[src/rtl/roachf_1024_bao_eq_coeff_loader.sv]
// EQ coefficient loader: turns software addr/data/ctrl registers into
// single-cycle coefficient RAM writes, auto-increment bursts and clear sweeps.
module roachf_1024_bao_eq_coeff_loader #(
  parameter int ADDR_W = 10,
  parameter int COEFF_W = 16,
  parameter logic [COEFF_W-1:0] DEFAULT_COEFF = 16'h1000
) (
  input  logic               user_clk,
  input  logic               user_rst_n,
  input  logic [31:0]        addr_reg,
  input  logic [31:0]        data_reg,
  input  logic [31:0]        ctrl_reg,
  output logic               coeff_we,
  output logic [ADDR_W-1:0]  coeff_addr,
  output logic [COEFF_W-1:0] coeff_din,
  output logic               busy,
  output logic [15:0]        write_count,
  output logic [15:0]        err_count
);

  typedef enum logic {
    IDLE,
    CLEAR
  } state_e;

  state_e state_q, state_d;

  logic [31:0]        addr_q;
  logic [COEFF_W-1:0] data_q;
  logic [3:0]         ctrl_q;
  logic [3:0]         ctrl_q2;
  logic [1:0]         guard_q, guard_d;
  logic [3:0]         rise, rise_q;
  logic               guard_ok;

  logic [ADDR_W-1:0]  ptr_q, ptr_d, ptr_new;
  logic               we_q, we_d;
  logic [ADDR_W-1:0]  caddr_q, caddr_d;
  logic [COEFF_W-1:0] din_q, din_d;
  logic               busy_q, busy_d;
  logic [15:0]        wc_q, wc_d;
  logic [15:0]        err_q, err_d;
  logic               err_inc;
  logic               addr_bad;

  logic unused_ok;
  assign unused_ok = ^{ctrl_reg[31:4], data_reg[31:COEFF_W],
                       rise_q[1]};

  // Edges are masked until two clocks after reset release.
  assign guard_ok = (guard_q == 2'd2);
  assign guard_d  = guard_ok ? guard_q : guard_q + 2'd1;
  assign rise     = ctrl_q & ~ctrl_q2 & {4{guard_ok}};
  assign addr_bad = (addr_q[31:ADDR_W] != '0);

  always_comb begin
    state_d = state_q;
    ptr_d   = ptr_q;
    ptr_new = ptr_q;
    we_d    = 1'b0;
    caddr_d = caddr_q;
    din_d   = din_q;
    busy_d  = busy_q;
    err_inc = 1'b0;
    unique case (state_q)
      IDLE: begin
        if (rise_q[3]) begin
          state_d = CLEAR;
          err_inc = rise_q[0];
        end else begin
          if (rise_q[2]) ptr_new = addr_q[ADDR_W-1:0];
          ptr_d = ptr_new;
          if (rise_q[0]) begin
            if (!ctrl_q[1] && addr_bad) begin
              err_inc = 1'b1;
            end else begin
              we_d    = 1'b1;
              caddr_d = ctrl_q[1] ? ptr_new : addr_q[ADDR_W-1:0];
              din_d   = data_q;
              if (ctrl_q[1]) ptr_d = ptr_new + 1'b1;
            end
          end
        end
      end
      CLEAR: begin
        err_inc = rise_q[0];
        if (!busy_q) begin
          busy_d  = 1'b1;
          we_d    = 1'b1;
          caddr_d = '0;
          din_d   = DEFAULT_COEFF;
        end else if (caddr_q == '1) begin
          busy_d  = 1'b0;
          state_d = IDLE;
          ptr_d   = '0;
        end else begin
          we_d    = 1'b1;
          caddr_d = caddr_q + 1'b1;
        end
      end
      default: state_d = IDLE;
    endcase
    wc_d  = wc_q + {15'd0, we_d};
    err_d = (err_inc && err_q != 16'hFFFF) ? err_q + 16'd1 : err_q;
  end

  always_ff @(posedge user_clk or negedge user_rst_n) begin
    if (!user_rst_n) begin
      addr_q  <= '0;
      data_q  <= '0;
      ctrl_q  <= '0;
      ctrl_q2 <= '0;
      guard_q <= '0;
      rise_q  <= '0;
      state_q <= IDLE;
      ptr_q   <= '0;
      we_q    <= 1'b0;
      caddr_q <= '0;
      din_q   <= '0;
      busy_q  <= 1'b0;
      wc_q    <= '0;
      err_q   <= '0;
    end else begin
      addr_q  <= addr_reg;
      data_q  <= data_reg[COEFF_W-1:0];
      ctrl_q  <= ctrl_reg[3:0];
      ctrl_q2 <= ctrl_q;
      guard_q <= guard_d;
      rise_q  <= rise;
      state_q <= state_d;
      ptr_q   <= ptr_d;
      we_q    <= we_d;
      caddr_q <= caddr_d;
      din_q   <= din_d;
      busy_q  <= busy_d;
      wc_q    <= wc_d;
      err_q   <= err_d;
    end
  end

  assign coeff_we    = we_q;
  assign coeff_addr  = caddr_q;
  assign coeff_din   = din_q;
  assign busy        = busy_q;
  assign write_count = wc_q;
  assign err_count   = err_q;

endmodule

[config.mk]
export PLATFORM = sky130hd
export DESIGN_NAME = roachf_1024_bao_eq_coeff_loader
export DESIGN_NICKNAME = d
export VERILOG_FILES = /design/src/rtl/roachf_1024_bao_eq_coeff_loader.sv
export SDC_FILE = /design/constraint.sdc
export NUM_CORES = 1
export LEC_CHECK = 0
export CAP_MARGIN = 20
export CORE_ASPECT_RATIO = 0.6
export CORE_MARGIN = 2
export CORE_UTILIZATION = 30
export CTS_BUF_LIST = sky130_fd_sc_hd__clkbuf_8
export DETAILED_ROUTE_END_ITERATION = 8
export HOLD_SLACK_MARGIN = 0.06
export PLACE_DENSITY_LB_ADDON = 0.2
export SLEW_MARGIN = 25
export SYNTH_ARGS = -nofsm -noshare
export SYNTH_HDL_FRONTEND = slang
export SYNTH_SLANG_ARGS = --single-unit
[constraint.sdc]
create_clock -name user_clk -period 6 [get_ports user_clk]
set_input_delay 0.6 -clock user_clk [delete_from_list [all_inputs] [get_ports user_clk]]
set_output_delay 0.6 -clock user_clk [all_outputs]
set_load 0.01 [all_outputs]
==> impl_metrics.sql <==
INSERT INTO impl_metrics (metric_group, metric, value, unit) VALUES
('run_status', 'status', 'finished clean', ''),
('finish', 'number_of_cells_in_the_finished_layout_apart_from_fillers', '825', ''),
('route', 'met2_layer_wire_length_in_the_routed_design', '5220', 'um'),
('finish', 'drive_above_1_share', '12.4', '%'),
('grt', 'grt_first_pass_wirelength', '20600', 'um'),
('placement', 'post-place-cells', '793', ''),
('critical_path', 'worst_setup_path_start_kind', 'flop', ''),
('pwr', 'design_power_total', '2460', 'uW'),
('timing', 'grt_setup_unrepaired', 'no', ''),
('route', 'drt_drc_violations_left', '0', ''),
('clocking', 'cts_setup_buffers', '0', ''),
('grt', 'global_route.overflow_total', '0', ''),
('synth', 'yosysTopAreaCellShare', '60.9', '%'),
('synth', 'synth_edf_count', '0', ''),
('route', 'via_per_inst', '4.60', ''),
('timing', 'timing.clock.skew', '16.4', 'ps'),
('finish', 'layout.core_utilization', '41.2', '%'),
('pwr', 'power.density_cell_area', '343', 'mW/mm2'),
('critical_path', 'path_max_fanout', '9', ''),
('finish', 'diodes', '0', ''),
('critical_path', 'worstPathBufferInverterCount', '1', ''),
('critical_path', 'endpoint_kind', 'flop', ''),
('critical_path', 'cp_slowest_cell', 'or4_4', ''),
('finish', 'num-nets-final', '682', ''),
('grt', 'antenna_found_initial', '1', ''),
('placement', 'gpl.final_weighted_congestion', '0.807', ''),
('floorplan', 'boundaryPins', '158', ''),
('critical_path', 'worst-setup-path-type', 'flop to flop', ''),
('finish', 'combined_area_of_the_multi_input_logic_cells', '0.00196', 'mm2'),
('timing', 'timing.setup.tns', '0', 'ps'),
('floorplan', 'die_height', '108', 'um'),
('critical_path', 'worstPathCellList', 'or4_4 > nor3_4 > a31o_2 > o21ai_4 > clkinv_4 > ha_1 > ha_1 > nand3_1 > nor2_1 > xor2_1', ''),
('route', 'detailroute.wirelength.met3', '701', 'um'),
('synth', 'netlist.top_cell.by_area', 'dfrtp_1', ''),
('timing', 'fmaxAchievable', '0.351', 'GHz'),
('finish', 'mostFrequentLayoutCells', '131 x dfrtp_1, 112 x clkdlybuf4s50_1, 68 x nand2_1, 28 x xnor2_1, 22 x nor2_1', ''),
('critical_path', 'kind_of_cell_adding_the_most_delay_to_the_critical_path', 'simple AND/OR/NAND/NOR gates', ''),
('floorplan', 'floorplan.rows', '37', ''),
('timing', 'report.final.setup_viol', '0', ''),
('route', 'drt-total-wl', '12400', 'um'),
('floorplan', 'effective_utilization_at_floorplan', '31.0', '%'),
('synth', 'asyncSetResetFlopFracSynth', '100', '%'),
('synth', 'synth.area.top_cells', 'dfrtp_1 61%, nand2_1 4.7%, xnor2_1 4.6%', ''),
('clocking', 'ctsRootBufferMaster', 'clkbuf_8', ''),
('finish', 'final.fill_count', '1654', ''),
('route', 'routed_antenna_nets', '0', ''),
('timing', 'worst-slew-pin-transition', '892', 'ps'),
('floorplan', 'die-width', '177', 'um'),
('grt', 'vias_in_the_first_global_route', '3932', ''),
('clocking', 'cts.sink_count', '131', ''),
('clocking', 'hold_buffers', '0', ''),
('clocking', 'tritoncts_clock_tree', 'done', ''),
('run', 'maxCapViolCount', '0', ''),
('synth', 'synthesis.area_per_instance', '11.7', 'um2'),
('route', 'route.layer.met1.wl', '6380', 'um'),
('worst_hold_path', 'worst_hold_path_type', 'input port to async pin', ''),
('pwr', 'irDropWorstVdd', '0.177', 'mV'),
('floorplan', 'core_area', '0.0174', 'mm2'),
('timing', 'final.min_clock_period', '2850', 'ps'),
('route', 'via_count', '3795', ''),
('timing', 'layout_worst_path_cycle_share', '47.5', '%'),
('grt', 'grt_start_max_net_pins', '77', ''),
('synth', 'synth_warnings', '0', ''),
('critical_path', 'cp_data_required_time', '6350', 'ps'),
('route', 'post_drt_wl_per_cell', '15.1', 'um'),
('timing', 'finalHoldViolations', '0', ''),
('finish', 'layout_commonest_cell', 'dfrtp_1', ''),
('clocking', 'insertion_delay', '440', 'ps'),
('placement', 'post-place-ws', '3140', 'ps'),
('critical_path', 'critical-path-top-cell-by-count', 'ha_1', ''),
('floorplan', 'design.die.area', '0.0191', 'mm2');
-- per-stage QoR --
step                cell area, um2  hold WS (ps)
floorplan                     5390           304
global placement              6720           367
detailed placement            6720           368
CTS                           7150           205
global route                  7150           221
finish                        7150           197
-- cell usage after synthesis, types with 2 or more instances --
cell and number:
nor2b_1 3, xnor2_1 28, and3_1 10, mux2_2 5, o21ai_0 17, nor2_1 22, a31o_2 2, dfrtp_1 131
nand4_1 10, clkbuf_1 7, a31oi_1 6, nand2b_1 4, nand2_1 68, ha_1 6, mux2i_1 10, o22ai_1 3
nand3_1 21, nor3_1 4, buf_8 2, and3b_1 2, or2_2 3, a22o_1 3, buf_2 4, o32ai_1 2
a21oi_1 11, and4_1 4, xor2_1 11, inv_1 9, o21ai_2 18, nor4_1 5
-- cell families (layout without fill, tap and decap cells) --
| kind of cell | count (synthesis) | count (layout) | share of synthesized area [%] |
|---|---|---|---|
| buffers and inverters | 25 | 157 | 2.79 |
| adder cells (fa/ha/maj) | 6 | 6 | 1.39 |
| multiplexers | 16 | 16 | 3.18 |
| AND/OR/NAND/NOR | 165 | 165 | 15.1 |
| AO/OA/AOI/OAI | 77 | 77 | 10.3 |
| XOR/XNOR | 39 | 39 | 6.34 |
| flip-flops | 131 | 131 | 60.9 |
-- area by class of cell --
type / count / share of cell area (%)
clock inverters: 13 / 2.41
clock buffers: 19 / 3.66
repair buffers: 115 / 16.0
multi-input cells: 303 / 27.4
flip-flops and latches: 131 / 45.8
well taps: 234 / 4.09
inverters: 10 / 0.595
-- worst paths after layout --
path                                 start  cells after the start  slack [ps]         endpoint
worst min register to register   ctrl_q[3]                      0         380       ctrl_q2[3]
worst max-delay path            addr_q[16]                     10        3150  write_count[10]
max in group asynchronous       user_rst_n                      2        4660     coeff_din[4]
worst min-delay path            user_rst_n                      1         200       addr_q[31]
min in group user_clk            ctrl_q[3]                      0         380       ctrl_q2[3]
worst max register to register  addr_q[16]                     10        3150  write_count[10]
-- state kept, by name, indices dropped and copies added (netlist names), 2 cells and up --
name and cells:
addr_q 32, coeff_din 16, data_q 16, err_count 16
write_count 16, coeff_addr 10, ptr_q 10, ctrl_q 4
ctrl_q2 3, rise_q 3, guard_q 2
-- report_power, final --
part	total, uW	internal, uW	switching, uW	leakage [uW]
Sequential	1150	1010	143	0.00162
Clock	807	440	367	0.000217
Combinational	502	288	214	0.00115
-- layer usage --
metal  vias to the layer above  GRT usage, %
met2                        85          19.3
li1                       1839             -
met4                         2          4.96
met1                      1858          20.9
met5                         -             0
met3                        11          4.41
No activity file was read; power rests on OpenSTA's default activity.
